--- src/rtl/bp_fe_mem_resp_tracker.sv ---
// bp_fe_mem_resp_tracker
//
// Tracks front-end fetches from acceptance through a latency_p-deep tag/data
// pipeline. Each fetch is qualified against the ITLB, PMA and icache results,
// and the finished response goes into a credit-protected FIFO. The fetch
// stage can therefore stall without losing responses.
//
// Ports:
//   clk_i, reset_n_i             clock, asynchronous active-low reset
//   fetch_v_i / fetch_vaddr_i    fetch command, accepted when fetch_ready_o
//   fetch_ready_o                a credit is free and no flush is in progress
//   poison_i                     kill entries in stages 1..latency_p
//   flush_i                      kill all stages and the response FIFO
//   tlb_*, ptag_i, pte_*         ITLB result, sampled while entry is in stage 1
//   uncached_i, priv_i,
//   translation_en_i,
//   uncached_mode_i              PMA / privilege state, sampled in stage 1
//   cache_data_v_i/cache_data_i  icache result, sampled in stage latency_p
//   resp_*                       FIFO head (valid/ready handshake); data
//                                outputs read zero while resp_v_o is low
module bp_fe_mem_resp_tracker #(
    parameter int unsigned vaddr_width_p = 39,
    parameter int unsigned ptag_width_p  = 28,
    parameter int unsigned instr_width_p = 32,
    parameter int unsigned lanes_p       = 2,
    parameter int unsigned latency_p     = 2,
    parameter int unsigned fifo_els_p    = 4,
    parameter int unsigned did_width_p   = 3,
    parameter logic [ptag_width_p-1:0] dram_base_ptag_p = 'h80000
) (
    input  logic                               clk_i,
    input  logic                               reset_n_i,

    input  logic                               fetch_v_i,
    input  logic [vaddr_width_p-1:0]           fetch_vaddr_i,
    output logic                               fetch_ready_o,

    input  logic                               poison_i,
    input  logic                               flush_i,

    input  logic                               tlb_v_i,
    input  logic                               tlb_miss_i,
    input  logic [ptag_width_p-1:0]            ptag_i,
    input  logic                               pte_u_i,
    input  logic                               pte_x_i,
    input  logic                               uncached_i,
    input  logic [1:0]                         priv_i,
    input  logic                               translation_en_i,
    input  logic                               uncached_mode_i,

    input  logic                               cache_data_v_i,
    input  logic [lanes_p*instr_width_p-1:0]   cache_data_i,

    output logic                               resp_v_o,
    input  logic                               resp_ready_i,
    output logic [vaddr_width_p-1:0]           resp_vaddr_o,
    output logic [lanes_p*instr_width_p-1:0]   resp_data_o,
    output logic [lanes_p-1:0]                 resp_lane_v_o,
    output logic                               resp_itlb_miss_o,
    output logic                               resp_instr_access_fault_o,
    output logic                               resp_instr_page_fault_o,
    output logic                               resp_icache_miss_o
);

    localparam int unsigned data_w_lp   = lanes_p * instr_width_p;
    localparam int unsigned lg_lanes_lp = (lanes_p > 1) ? $clog2(lanes_p) : 1;
    localparam int unsigned ptr_w_lp    = $clog2(fifo_els_p);
    localparam int unsigned cnt_w_lp    = $clog2(fifo_els_p + 1);
    localparam int unsigned occ_w_lp    = $clog2(fifo_els_p + latency_p + 1);

    localparam logic [1:0] priv_u_lp = 2'd0;
    localparam logic [1:0] priv_s_lp = 2'd1;

    typedef struct packed {
        logic itlb_miss;
        logic access_fault;
        logic page_fault;
    } fault_s;

    typedef struct packed {
        logic [vaddr_width_p-1:0] vaddr;
        logic [data_w_lp-1:0]     data;
        logic [lanes_p-1:0]       lane_v;
        logic                     itlb_miss;
        logic                     access_fault;
        logic                     page_fault;
        logic                     icache_miss;
    } resp_s;

    // ------------------------------------------------------------------
    // Tag/data pipeline. Index k holds the entry that is in stage k+1.
    // ------------------------------------------------------------------
    logic                     accept;
    logic [latency_p-1:0]     stg_v_q;
    logic [vaddr_width_p-1:0] stg_vaddr_q [latency_p];

    assign accept = fetch_v_i & fetch_ready_o;

    // Poison and flush clear every occupied stage. A fetch accepted in the
    // same cycle still lands in stage 1; accept is already low under flush.
    always_ff @(posedge clk_i or negedge reset_n_i) begin
        if (!reset_n_i) begin
            stg_v_q <= '0;
        end else begin
            stg_v_q[0] <= accept;
            for (int unsigned k = 1; k < latency_p; k++) begin
                stg_v_q[k] <= stg_v_q[k-1] & ~poison_i & ~flush_i;
            end
        end
    end

    always_ff @(posedge clk_i) begin
        stg_vaddr_q[0] <= fetch_vaddr_i;
        for (int unsigned k = 1; k < latency_p; k++) begin
            stg_vaddr_q[k] <= stg_vaddr_q[k-1];
        end
    end

    // ------------------------------------------------------------------
    // Stage-1 qualification. An ITLB miss masks both faults, and an
    // access fault masks the page fault.
    // ------------------------------------------------------------------
    logic   access_raw;
    logic   page_raw;
    fault_s s1_flt;

    always_comb begin
        access_raw = (uncached_mode_i & ~uncached_i)
                   | (ptag_i[ptag_width_p-1 -: did_width_p] != '0)
                   | (ptag_i < dram_base_ptag_p);
        page_raw   = translation_en_i & tlb_v_i
                   & (((priv_i == priv_s_lp) & pte_u_i)
                    | ((priv_i == priv_u_lp) & ~pte_u_i)
                    | ~pte_x_i);

        s1_flt.itlb_miss    = tlb_miss_i;
        s1_flt.access_fault = ~tlb_miss_i & access_raw;
        s1_flt.page_fault   = ~tlb_miss_i & ~access_raw & page_raw;
    end

    // Fault flags that belong to the entry in the data stage
    fault_s data_flt;

    if (latency_p == 1) begin : g_lat1
        // Stage 1 is also the data stage, so the flags are used directly
        always_comb data_flt = s1_flt;
    end else begin : g_latn
        fault_s flt_q [latency_p-1];

        always_ff @(posedge clk_i) begin
            flt_q[0] <= s1_flt;
            for (int unsigned k = 1; k < latency_p - 1; k++) begin
                flt_q[k] <= flt_q[k-1];
            end
        end

        always_comb data_flt = flt_q[latency_p-2];
    end

    // ------------------------------------------------------------------
    // Lane mask: lanes below the starting word of the fetch are invalid.
    // ------------------------------------------------------------------
    logic [lanes_p-1:0] lane_mask;

    if (lanes_p == 1) begin : g_one_lane
        always_comb lane_mask = 1'b1;
    end else begin : g_multi_lane
        logic [lg_lanes_lp-1:0] lane_idx;

        always_comb begin
            lane_idx  = stg_vaddr_q[latency_p-1][lg_lanes_lp+1:2];
            lane_mask = '0;
            for (int unsigned i = 0; i < lanes_p; i++) begin
                lane_mask[i] = (lg_lanes_lp'(i) >= lane_idx);
            end
        end
    end

    // ------------------------------------------------------------------
    // Enqueue of the data-stage entry
    // ------------------------------------------------------------------
    logic  enq;
    resp_s enq_ent;

    assign enq = stg_v_q[latency_p-1] & ~poison_i & ~flush_i;

    always_comb begin
        enq_ent.vaddr        = stg_vaddr_q[latency_p-1];
        enq_ent.data         = cache_data_i;
        enq_ent.lane_v       = lane_mask;
        enq_ent.itlb_miss    = data_flt.itlb_miss;
        enq_ent.access_fault = data_flt.access_fault;
        enq_ent.page_fault   = data_flt.page_fault;
        enq_ent.icache_miss  = ~(data_flt.itlb_miss | data_flt.access_fault
                                 | data_flt.page_fault) & ~cache_data_v_i;
    end

    // ------------------------------------------------------------------
    // Response FIFO. Credits guarantee that enq never finds the FIFO full.
    // ------------------------------------------------------------------
    resp_s                mem_q [fifo_els_p];
    logic [ptr_w_lp-1:0]  wr_ptr_q;
    logic [ptr_w_lp-1:0]  rd_ptr_q;
    logic [cnt_w_lp-1:0]  cnt_q;
    logic                 deq;

    function automatic logic [ptr_w_lp-1:0] ptr_inc(input logic [ptr_w_lp-1:0] p);
        return (p == ptr_w_lp'(fifo_els_p - 1)) ? '0 : p + ptr_w_lp'(1);
    endfunction

    assign resp_v_o = (cnt_q != '0);
    // A dequeue that coincides with a flush is dropped with the rest
    assign deq      = resp_v_o & resp_ready_i & ~flush_i;

    always_ff @(posedge clk_i or negedge reset_n_i) begin
        if (!reset_n_i) begin
            wr_ptr_q <= '0;
            rd_ptr_q <= '0;
            cnt_q    <= '0;
        end else if (flush_i) begin
            wr_ptr_q <= '0;
            rd_ptr_q <= '0;
            cnt_q    <= '0;
        end else begin
            if (enq) wr_ptr_q <= ptr_inc(wr_ptr_q);
            if (deq) rd_ptr_q <= ptr_inc(rd_ptr_q);
            unique case ({enq, deq})
                2'b10:   cnt_q <= cnt_q + cnt_w_lp'(1);
                2'b01:   cnt_q <= cnt_q - cnt_w_lp'(1);
                default: cnt_q <= cnt_q;
            endcase
        end
    end

    always_ff @(posedge clk_i) begin
        if (enq) mem_q[wr_ptr_q] <= enq_ent;
    end

    resp_s head;

    always_comb begin
        head = '0;
        if (resp_v_o) head = mem_q[rd_ptr_q];
    end

    assign resp_vaddr_o              = head.vaddr;
    assign resp_data_o               = head.data;
    assign resp_lane_v_o             = head.lane_v;
    assign resp_itlb_miss_o          = head.itlb_miss;
    assign resp_instr_access_fault_o = head.access_fault;
    assign resp_instr_page_fault_o   = head.page_fault;
    assign resp_icache_miss_o        = head.icache_miss;

    // ------------------------------------------------------------------
    // Credit check: every live stage plus every FIFO entry holds a credit
    // ------------------------------------------------------------------
    logic [occ_w_lp-1:0] occ;

    always_comb begin
        occ = occ_w_lp'(cnt_q);
        for (int unsigned k = 0; k < latency_p; k++) begin
            occ = occ + occ_w_lp'(stg_v_q[k]);
        end
    end

    assign fetch_ready_o = reset_n_i & (occ < occ_w_lp'(fifo_els_p)) & ~flush_i;

endmodule

--- config.mk ---
export PLATFORM = sky130hd
export DESIGN_NAME = bp_fe_mem_resp_tracker
export DESIGN_NICKNAME = d
export VERILOG_FILES = /design/src/rtl/bp_fe_mem_resp_tracker.sv
export SDC_FILE = /design/constraint.sdc
export NUM_CORES = 1
export LEC_CHECK = 0
export BUFFER_PORTS_ARGS = -buffer_cell sky130_fd_sc_hd__buf_2
export CAP_MARGIN = 30
export CORE_MARGIN = 1
export CORE_UTILIZATION = 61
export CTS_BUF_LIST = sky130_fd_sc_hd__clkbuf_16
export DETAILED_ROUTE_END_ITERATION = 10
export GPL_TIMING_DRIVEN = 0
export PLACE_DENSITY = 0.84
export SLEW_MARGIN = 20
export SYNTH_ARGS = -nofsm -noshare
export SYNTH_HDL_FRONTEND = slang
export SYNTH_SLANG_ARGS = --single-unit
--- constraint.sdc ---
create_clock -name clk_i -period 8.27 [get_ports clk_i]
set_clock_uncertainty 0.05 [all_clocks]
set_input_delay 1.2405 -clock clk_i [delete_from_list [all_inputs] [get_ports clk_i]]
set_output_delay 1.2405 -clock clk_i [all_outputs]
set_load 0.1 [all_outputs]
# == Word level (Yosys, flattened, before mapping) ==
# Memories as Yosys holds them, arrays and structs flattened.
# Index checks and enable logic that the tools add are counted.
# op_classes
add_sub_neg,6
order_cmp,4
n_eq_ne,5
muxes,11
bitwise_logic,33
reduce_logical,6
# ops
cell,count
two-way mux 109 bit,1
less-than comparator 28 x 20 -> 1 bit (second input constant),1
bitwise AND 1 bit,18
two-way mux 2 bit,6
NOT 1 bit,9
nonzero test 3 bit,3
adder 3 x 1 -> 3 bit,2
equality test 2 bit (second input constant),3
bitwise OR 1 bit,6
case mux 3 bit (2 select lines),1
adder 2 x 1 -> 2 bit (second input constant),2
equality test 2 x 1 -> 1 bit (second input constant),2
nonzero test 2 bit,2
adder 3 x 1 -> 3 bit (second input constant),1
less-than comparator 3 bit (second input constant),1
two-way mux 3 bit,1
subtractor 3 x 1 -> 3 bit (second input constant),1
greater-or-equal comparator 1 bit (first input constant),2
zero test 2 bit,1
two-way mux 1 bit,2
# totals
register_bits,9
ram_bits,517
in_bits,147
output_inout_bits,111
word_cells,72
memories,3
# memory_table
memory,depth,width,rd,rd_ports_with_merged_regs,wr,line,text
mem_q,4,109,1,0,1,201,resp_s mem_q [fifo_els_p];
stg_vaddr_q,2,39,2,0,2,95,logic [vaddr_width_p-1:0] stg_vaddr_q [latency_p];
g_latn.flt_q,1,3,1,0,1,148,fault_s flt_q [latency_p-1];

# == Longest topological paths before layout ==
# depth
ltp_word,7
depth_mapped,7
depth_no_buf,6

# == Worst setup path before layout ==
# No wires, ideal clock.
# synth_timing
kind,input port to output port
start,in flush_i
end,out fetch_ready_o
t_arrival_ps,4601
required_time_ps,6979
slack_ps,2379
stages,2
n_path_buf,1
path_cell_list,clkbuf_1 -> nor4b_1
# synth_via
elab_chain_len,2
# synth_rtl
element,line,text
from (decl),39,"input logic flush_i,"
NOT 1 bit,266,assign fetch_ready_o = reset_n_i & (occ < occ_w_lp'(fifo_els_p)) & ~flush_i;
bitwise AND 1 bit,266,
to (decl),36,"output logic fetch_ready_o,"
# Every way passes these cells.

# == Final worst setup path ==
# layout_timing
start,reg cnt_q[0]
end,out resp_data_o[53]
# layout_via
elab_chain_len,2
# layout_rtl
element,line,text
from (decl),204,logic [cnt_w_lp-1:0] cnt_q;
from (signal assigned),228,2'b10: cnt_q <= cnt_q + cnt_w_lp'(1);
from (signal assigned),229,2'b01: cnt_q <= cnt_q - cnt_w_lp'(1);
from (signal assigned),230,default: cnt_q <= cnt_q;
nonzero test 3 bit,211,assign resp_v_o = (cnt_q != '0);
two-way mux 109 bit,243,if (resp_v_o) head = mem_q[rd_ptr_q];
to (decl),57,"output logic [lanes_p*instr_width_p-1:0] resp_data_o,"
# Every way passes these cells.

==> impl_metrics.py <==
metrics = {
    "flow_run": {
        "maxCapViolCount": 0,
    },
    "grt": {
        "grt_pass1_vias": 9550,
        "grt_max_degree": 45,
        "overflow": 0,
        "grt_use_total": 0.2303,
        "grt_antenna_before_repair": 4,
        "grt_first_pass_wirelength_um": 52990,
    },
    "clock_network": {
        "cts_buffer_depth": 3,
        "cts_hold_buffers": 0,
        "cts.clk_slew.worst_paths_ns": 0.06,
        "cts_root_buffer": "clkbuf_16",
        "clkLatencyLatePin_ns": 0.54,
        "cts.sinks": 522,
        "cts_setup_buffers": 0,
        "cts_buffers": 50,
        "cts-htree-levels": 2,
        "ctsResizeCount": 0,
        "cts_tree": "done",
    },
    "setup_path": {
        "reg2reg_depth": 7,
        "slowest_stage": "dfrtp_1",
        "worstSetupEndpointType": "output pin",
        "crit_top_cell": "buf_2",
        "crit_type": "flip-flop to output pin",
        "required_ns": 6.98,
        "r2r-start": "cnt_q[0]",
        "rrSetupSlack_ns": 5.66,
        "r2r-end": "cnt_q[2]",
        "critPathLaunchType": "flip-flop",
        "worstPathCellList": "or3_1 -> buf_2 -> clkbuf_1 -> and2_1 -> buf_2",
        "worstPathArrival_ns": 2.76,
        "cp_slowest_stage_delay_ns": 0.51,
        "cp_max_fo": 10,
    },
    "status": {
        "status": "finished clean",
    },
    "sta": {
        "rsz0062_at_grt": "false",
        "max_slew_margin": 0.4961,
        "whs_ns": 0.2752,
        "finalHoldViolations": 0,
        "finalSetupViolations": 0,
        "slew_violations": 0,
        "worst_slew_pin_slew_ns": 0.7559,
        "finalSetupTns_ns": 0,
        "max_freq_ghz": 0.2471,
        "finalCritPeriodShare": 0.4894,
        "fin_crit_ns": 4.048,
    },
    "finish": {
        "multiInputGateArea_sq_um": 3598,
        "final_layout_size_suffix_gt1_frac": 0.3814,
        "fill_cells": 1636,
        "final_common_cell": "edfxtp_1",
        "seq_area_sq_um": 14820,
        "area_growth_pct": 18.73,
        "final_cell_mix": "edfxtp_1 (432), buf_2 (246), mux4_2 (108), and2_1 (108), dfxtp_1 (81)",
        "fin_nets": 1297,
    },
    "logic_synthesis": {
        "post_synth.cell_area_avg_sq_um": 22.07,
        "synth_edf_count": 432,
        "synthArstFlopShare": 0.01724,
        "yosys_register_bits": 522,
        "synth.distinct_cells": 41,
        "ys_seq_area_frac": 0.7936,
        "synth_cells": 846,
        "synth_nets": 1000,
        "ys.warnings.count": 0,
        "syn_area_sq_um": 18670,
        "synth_flop_cell": "edfxtp_1",
    },
    "die": {
        "core_region_area_sq_um": 29870,
        "rows": 63,
        "ioPinCount": 258,
        "die_h_um": 177.0,
        "die-area_sq_um": 31320,
        "die_w_um": 177.0,
        "start_util": 0.6251,
    },
    "drt": {
        "route.detailed.drc": 0,
        "drtAntennaViolNets": 0,
        "drtIter0Drc": 657,
        "dr.pass1.iters": 5,
        "routed_wl_um": 34910,
        "viasPerCell": 5.706,
        "avgRoutedWirePerCell_um": 22.14,
        "vias": 8999,
    },
    "power": {
        "p_per_area_nw_per_um2": 275.3,
        "p_leak_nw": 7.900,
        "totalPowerFinal_mw": 6.103,
        "peakVddDrop_uv": 245.7,
    },
    "placed_design": {
        "dpl.hpwl_um": 21860,
        "place.gp.congestion": 0.7384,
        "port_buffers": 237,
    },
    "min_path": {
        "whs_path_depth": 0,
        "hold_end": "stg_vaddr_q[0][62]",
        "hp-class": "flip-flop to flip-flop",
        "holdCritStartpoint": "stg_vaddr_q[0][23]",
    },
}
[layer usage]
layer / track usage / part of all wire / vias up
met5: 0 / 0.00066 / -
met4: 0.07292 / 0.022 / 4
met3: 0.04961 / 0.068 / 61
met2: 0.3923 / 0.51 / 337
met1: 0.2978 / 0.40 / 4607
li1: - / - / 3990
[flip-flops by register name (all words and copies together), names as in the netlist]
signal,count
mem_q,432
cnt_q,3
stg_v_q,2
stg_vaddr_q,78
wr_ptr_q,2
rd_ptr_q,2
g_latn.flt_q,3
[synth_stat cells (2+ instances only)]
cell type / n / area [sq um]
buf_6: 11 / 123.9
edfxtp_1: 432 / 12970
inv_1: 4 / 15.01
nor4_1: 2 / 12.51
nor4b_1: 3 / 26.28
clkbuf_1: 18 / 67.56
buf_2: 9 / 45.04
nor2_1: 6 / 22.52
ha_1: 6 / 75.07
mux4_2: 108 / 2432
nor2b_1: 2 / 12.51
nand3_1: 3 / 15.01
nand2b_1: 2 / 12.51
buf_4: 2 / 15.01
dfxtp_1: 81 / 1622
nand2_1: 6 / 22.52
and2_1: 112 / 700.7
dfrtp_1: 9 / 225.2
or3_1: 2 / 12.51
a21oi_1: 4 / 20.02
nand3b_1: 3 / 22.52
nor3_1: 2 / 10.01
[cells by family (layout without fill, tap and decap cells)]
group | after synthesis | count (layout) | synth area share
fa+ha+maj | 7 | 7 | 0.005092
simple gates | 149 | 149 | 0.04931
buf+inv | 44 | 383 | 0.01427
other cells | 0 | 2 | 0
xor+xnor | 2 | 2 | 0.001675
mux | 109 | 109 | 0.1308
flops | 522 | 522 | 0.7936
compound gates | 13 | 13 | 0.005293
[power by group]
part / internal, mW / total, mW / switching [mW]
Clock: 1.31 / 2.22 / 0.906
Combinational: 0.220 / 1.00 / 0.782
Sequential: 2.87 / 2.89 / 0.0184
Total: 4.40 / 6.10 / 1.71
[metrics by stage]
stage | instance area [sq um] | std cells | worst slack (ns) | utilization
finish | 22170 | 1577 | 4.222 | 0.7421
global route | 22170 | 1576 | 4.094 | 0.7421
CTS | 22170 | 1575 | 4.173 | 0.7420
detailed placement | 20530 | 1481 | 4.576 | 0.6873
global placement | 20350 | 1473 | 1.449 | 0.6811
floorplan | 18670 | 846 | 2.379 | -
[worst max-delay path, delay by kind of cell, from the launching register on]
family	cells	cell delay, ns
buffers and inverters	3	1.22
flip-flops	1	0.51
AND/OR/NAND/NOR	2	0.49
[how the worst max path moves through the flow]
stage / startpoint / endpoint / slack, ns / cells after the start
4_1_cts: cnt_q[1] / resp_data_o[53] / 4.17 / 5
6_report: cnt_q[0] / resp_data_o[53] / 4.22 / 5
5_1_grt: cnt_q[1] / resp_vaddr_o[22] / 4.09 / 5
2_1_floorplan: flush_i / fetch_ready_o / 2.38 / 2
3_5_place_dp: flush_i / fetch_ready_o / 4.58 / 4
3_3_place_gp: poison_i / mem_q[0][74] / 1.45 / 4
[area by class of cell]
class,count,area share
sequential,522,0.6684
antenna,2,0.0002257
multi-input combinational,280,0.1623
buffer,40,0.01134
inverter,4,0.0006772
clock inverter,41,0.01383
tap,390,0.02201
clock buffer,53,0.05982
timing repair buffer,245,0.06140
Power figures use the tool's default switching activity.
